**src/rtl/gpac_adc_ser.sv**
```systemverilog
// gpac_adc_ser: 4-channel 14-bit ADC serializer with frame clock, handshake and underrun tracking.
// Optional ramp test pattern is built in only when GPAC_ADC_SER_TESTPAT_EN is defined.
module gpac_adc_ser #(
  parameter int FCO_HIGH_BITS  = 7,
  parameter int UNDERRUN_CNT_W = 16
) (
  input  logic                      ADC_CLK,
  input  logic                      RST,
  input  logic                      ENABLE,
  input  logic                      TEST_MODE,
  input  logic [13:0]               DATA_IN0,
  input  logic [13:0]               DATA_IN1,
  input  logic [13:0]               DATA_IN2,
  input  logic [13:0]               DATA_IN3,
  input  logic                      DATA_VALID,
  output logic                      DATA_READY,
  output logic [3:0]                ADC_OUT,
  output logic                      ADC_FCO,
  output logic                      FRAME_START,
  output logic                      UNDERRUN,
  output logic [UNDERRUN_CNT_W-1:0] UNDERRUN_CNT
);
  // state   | meaning
  // IDLE    | outputs quiet, waiting for ENABLE
  // PRELOAD | one-cycle fetch of the first sample set, DATA_READY high
  // RUN     | serializing slots 0..13, reloading at slot 13 while enabled
  typedef enum logic [1:0] {IDLE = 2'd0, PRELOAD = 2'd1, RUN = 2'd2} state_t;

  localparam logic [3:0]                LAST_SLOT = 4'd13;
  localparam logic [3:0]                FCO_HI    = 4'(FCO_HIGH_BITS);
  localparam logic [UNDERRUN_CNT_W-1:0] CNT_MAX   = '1;

  state_t           state, state_nxt;
  logic [3:0]       bit_cnt, bit_cnt_nxt;
  logic [3:0][13:0] shreg, shreg_nxt;
  logic             load;
  logic             test_active;
  logic             underrun_nxt;
  logic [13:0]      ramp_val;
  logic [3:0]       adc_out_nxt;

`ifdef GPAC_ADC_SER_TESTPAT_EN
  logic [13:0] ramp;
  assign test_active = TEST_MODE;
  assign ramp_val    = ramp;

  always_ff @(posedge ADC_CLK or posedge RST) begin
    if (RST)                       ramp <= '0;
    else if (load && test_active)  ramp <= ramp + 14'd1;
  end
`else
  logic unused_test_mode;
  assign unused_test_mode = TEST_MODE;
  assign test_active      = 1'b0;
  assign ramp_val         = '0;
`endif

  always_comb begin
    state_nxt   = state;
    bit_cnt_nxt = bit_cnt;
    load        = 1'b0;
    case (state)
      IDLE: begin
        bit_cnt_nxt = 4'd0;
        if (ENABLE) state_nxt = PRELOAD;
      end
      PRELOAD: begin
        state_nxt   = RUN;
        bit_cnt_nxt = 4'd0;
        load        = 1'b1;
      end
      RUN: begin
        if (bit_cnt == LAST_SLOT) begin
          bit_cnt_nxt = 4'd0;
          if (ENABLE) load = 1'b1;
          else        state_nxt = IDLE;
        end else begin
          bit_cnt_nxt = bit_cnt + 4'd1;
        end
      end
      default: begin
        state_nxt   = IDLE;
        bit_cnt_nxt = 4'd0;
      end
    endcase
  end

  assign DATA_READY = load && !test_active;

  // A PRELOAD underrun has no earlier sample to repeat, so it sends zeros.
  always_comb begin
    shreg_nxt    = shreg;
    underrun_nxt = 1'b0;
    if (load) begin
      if (test_active) begin
        shreg_nxt = {4{ramp_val}};
      end else if (DATA_VALID) begin
        shreg_nxt = {DATA_IN3, DATA_IN2, DATA_IN1, DATA_IN0};
      end else begin
        underrun_nxt = 1'b1;
        if (state == PRELOAD) shreg_nxt = '0;
      end
    end
  end

  always_comb begin
    adc_out_nxt = '0;
    if (state_nxt == RUN)
      for (int i = 0; i < 4; i++) adc_out_nxt[i] = shreg_nxt[i][LAST_SLOT - bit_cnt_nxt];
  end

  always_ff @(posedge ADC_CLK or posedge RST) begin
    if (RST) begin
      state        <= IDLE;
      bit_cnt      <= '0;
      shreg        <= '0;
      ADC_OUT      <= '0;
      ADC_FCO      <= 1'b0;
      FRAME_START  <= 1'b0;
      UNDERRUN     <= 1'b0;
      UNDERRUN_CNT <= '0;
    end else begin
      state       <= state_nxt;
      bit_cnt     <= bit_cnt_nxt;
      shreg       <= shreg_nxt;
      ADC_OUT     <= adc_out_nxt;
      ADC_FCO     <= (state_nxt == RUN) && (bit_cnt_nxt < FCO_HI);
      FRAME_START <= (state_nxt == RUN) && (bit_cnt_nxt == 4'd0);
      UNDERRUN    <= underrun_nxt;
      if (underrun_nxt && (UNDERRUN_CNT != CNT_MAX))
        UNDERRUN_CNT <= UNDERRUN_CNT + UNDERRUN_CNT_W'(1);
    end
  end

endmodule

```
**config.mk**
```make
export PLATFORM = sky130hd
export DESIGN_NAME = gpac_adc_ser
export DESIGN_NICKNAME = d
export VERILOG_FILES = /design/src/rtl/gpac_adc_ser.sv
export SDC_FILE = /design/constraint.sdc
export NUM_CORES = 1
export LEC_CHECK = 0
export ABC_AREA = 1
export CAP_MARGIN = 20
export CELL_PAD_IN_SITES_DETAIL_PLACEMENT = 1
export CELL_PAD_IN_SITES_GLOBAL_PLACEMENT = 1
export CORE_MARGIN = 4
export CORE_UTILIZATION = 35
export DETAILED_ROUTE_END_ITERATION = 10
export GPL_ROUTABILITY_DRIVEN = 0
export PLACE_DENSITY_LB_ADDON = 0.1
export SYNTH_ARGS = -nofsm -noshare
export SYNTH_HDL_FRONTEND = slang
export SYNTH_SLANG_ARGS = --single-unit
```
**constraint.sdc**
```tcl
create_clock -name ADC_CLK -period 2.64 [get_ports ADC_CLK]
set_input_delay 0.396 -clock ADC_CLK [delete_from_list [all_inputs] [get_ports ADC_CLK]]
set_output_delay 0.396 -clock ADC_CLK [all_outputs]
set_load 0.02 [all_outputs]
```
==> impl_metrics.toml <==
[logic_synthesis]
synth_top_family_by_area = "simple AND/OR/NAND/NOR gates"
synth_compound_area_frac = 0.122
synth-simple-area-share = 0.299
yosysTopAreaCell = "dfrtp_1"
syn_avg_cell_area_um2 = 7.15
synth_area_um2 = 5070
ys.flop_type = "dfrtp_1"
synth_top_area_frac = 0.420
synth_edf_count = 0
ys_seq_area_frac = 0.420
muxShareOfSynthArea = 0
synth_xor_area_frac = 0.0311
yosys-top-cells-count = "nand2_1, inv_1, dfrtp_1, o21ai_0, nand3_1"
yosysWarnings = 0
syn-num-nets = 778
syn_inst = 709
synthAdderAreaFrac = 0.0197
ys_top_cells_by_area = "dfrtp_1, nand2_1, inv_1"
ys_seq_elements = 85
ys_async_sr_fraction = 1.00
ys_types = 36
yosysMostFrequentCell = "nand2_1"

[sta]
fin_crit_sh = 0.937
slew_headroom = 0.649
hold_viol = 0
rsz0062_at_grt = "false"
period_needed_ps = 2470
tns_ps = 0
fin_skew_ps = 5.84
tightest_slew_ps = 523
setup_violations = 0
slew_viol_final = 0
max_freq_ghz = 0.404

[floorplan]
die_y_um = 128
die_w_um = 128
start_util = 0.361
ios = 85
dieArea_um2 = 16500
floorplan.rows = 43
core_um2 = 14000

[global_routing]
antenna_found_initial = 0
grt_pass1_vias = 5387
grt-ovfl-total = 0
grt_pass1_wl_um = 26300
grt_max_degree = 47
grt_util_all_layers = 0.198

[cells_and_area]
fin_util = 0.464
layout-drive-gt1-share = 0.0677
fin_nets = 862
layoutNonFillerInstCount = 978
num-fill-cells = 1752
diodes = 0
area_delta_synth_final_pct = 28.5

[worst_setup_path]
end_kind = "output port"
crit_arrival_ps = 2080
worstPathRequired_ps = 2240
cp-start-kind = "register"
crit_type = "register to output port"
regToRegSetupSlack_ps = 320
path_max_fanout = 10

[power_and_ir_drop]
p_switching_uw = 2710
p_leak_uw = 0.00331
power_frac_comb = 0.469
p_per_area_nw_per_um2 = 983
swShare = 0.423
clkPwrFrac = 0.220
p_int_uw = 3690
irDropWorstVdd_mv = 0.497
total_power_uw = 6400
p_seq_frac = 0.311

[clocking]
root_buffer = "clkbuf_16"
clock_sinks = 85
worstSkewPairLatency_ps = 350
clk_path_buf_depth = 2
cts_max_level = 3
clk_pin_slew_ps = 70
cts_buffers = 9
cts_tree = "yes"

[detailed_routing]
dr_total_vias = 4888
first_pass_iters = 4
drt_iter0_drc = 150
dr_wl_met2_um = 7450
dr_wl_met3_um = 640
ant_nets = 0
routedWlPerCell_um = 15.7
wl_met1_um = 7020
top_layer = "met4"
drc = 0
totalWireLength_um = 15300
via_per_inst = 5.00

[placement]
portBuffers = 83
place_hpwl_um = 10900
dp_cells = 962

[run]
max-cap-violations = 0

[outcome]
run_status = "completed"

[min_path]
hold_path.class = "primary input to asynchronous set/reset pin"
-- repair_timing --
action	CTS	global route
setup buffers	0	0
hold buffers	0	0
resized for setup	1	0
endpoints found under the setup margin	1	0
-- worst max-delay path: stages, from the launching register on --
cell and delay [ps]:
dfrtp_1 410, inv_1 90, ha_1 210, nand2_1 130, o21bai_4 160, nand2_2 190
inv_1 170, dlygate4sd2_1 350
-- through the flow --
| stage | setup slack (ps) | area, µm² | hold WS [ps] |
|---|---|---|---|
| 6_report | 165 | 6510 | 342 |
| 5_1_grt | 33.4 | 6510 | 366 |
| 4_1_cts | 118 | 6510 | 342 |
| 3_5_place_dp | 40.2 | 6190 | 497 |
| 3_3_place_gp | 60.0 | 6190 | 484 |
| 2_1_floorplan | 50.5 | 5070 | 469 |
-- power groups by stage --
stage,sequential (µW),combinational [µW],clock [µW]
floorplan,2030,1940,0
global placement,1990,2910,0
detailed placement,2010,3010,0
CTS,1990,3040,1450
global route,2050,3430,1500
finish,1990,3000,1410
-- final cells by class --
cell class                 count  area [µm²]  area share
clock buffer                   9         225      0.0346
clock inverter                 7        96.3      0.0148
inverter                     106         399      0.0613
multi-input combinational    486        2390       0.368
sequential                    85        2130       0.327
tap                          180         225      0.0346
timing repair buffer         105        1040       0.160
-- layout by cell type (no fill, tap or decap), types with 4 or more instances in the layout --
cell type	instances
a21boi_0	7
a21oi_1	9
a22oi_1	7
and2_1	9
buf_12	4
buf_4	18
clkbuf_16	9
clkdlybuf4s50_1	82
dfrtp_1	85
ha_1	8
inv_1	104
nand2_1	221
nand3_1	65
nand4_1	6
nor2_1	33
nor3_1	4
o21ai_0	75
xnor2_1	7
xor2_1	11
-- sequential cells by signal, summed over array words and instances (netlist names) --
signal and cells:
UNDERRUN_CNT 16, ADC_FCO 1, bit_cnt 4, UNDERRUN 1, state 2, FRAME_START 1, shreg 56, ADC_OUT 4
-- worst paths after layout --
path                             startpoint               end  depth (start not counted)
max in group asynchronous               RST         shreg[24]                          3
min in group ADC_CLK       UNDERRUN_CNT[14]  UNDERRUN_CNT[14]                          1
hold reg to reg            UNDERRUN_CNT[14]  UNDERRUN_CNT[14]                          1
setup / recovery                   state[0]        DATA_READY                          7
setup reg to reg                   state[0]   UNDERRUN_CNT[4]                         12
hold / removal                          RST          shreg[1]                          2
-- metal layers --
| layer | vias up | global-route usage |
|---|---|---|
| met1 | 2381 | 0.255 |
| met2 | 90 | 0.340 |
| met4 | 0 | 0.0581 |
| li1 | 2401 | - |
| met3 | 16 | 0.0349 |
| met5 | - | 0 |
-- logic make-up (layout without fill, tap and decap cells) --
| family | after synthesis | after routing |
|---|---|---|
| buffers and inverters | 138 | 227 |
| DFF | 85 | 85 |
| AOI/OAI and AO/OA | 107 | 107 |
| adders and majority gates | 8 | 8 |
| and+or+nand+nor | 353 | 353 |
| xor gates and xnor gates | 18 | 18 |
Note: power is estimated with default switching activity, not from simulation.
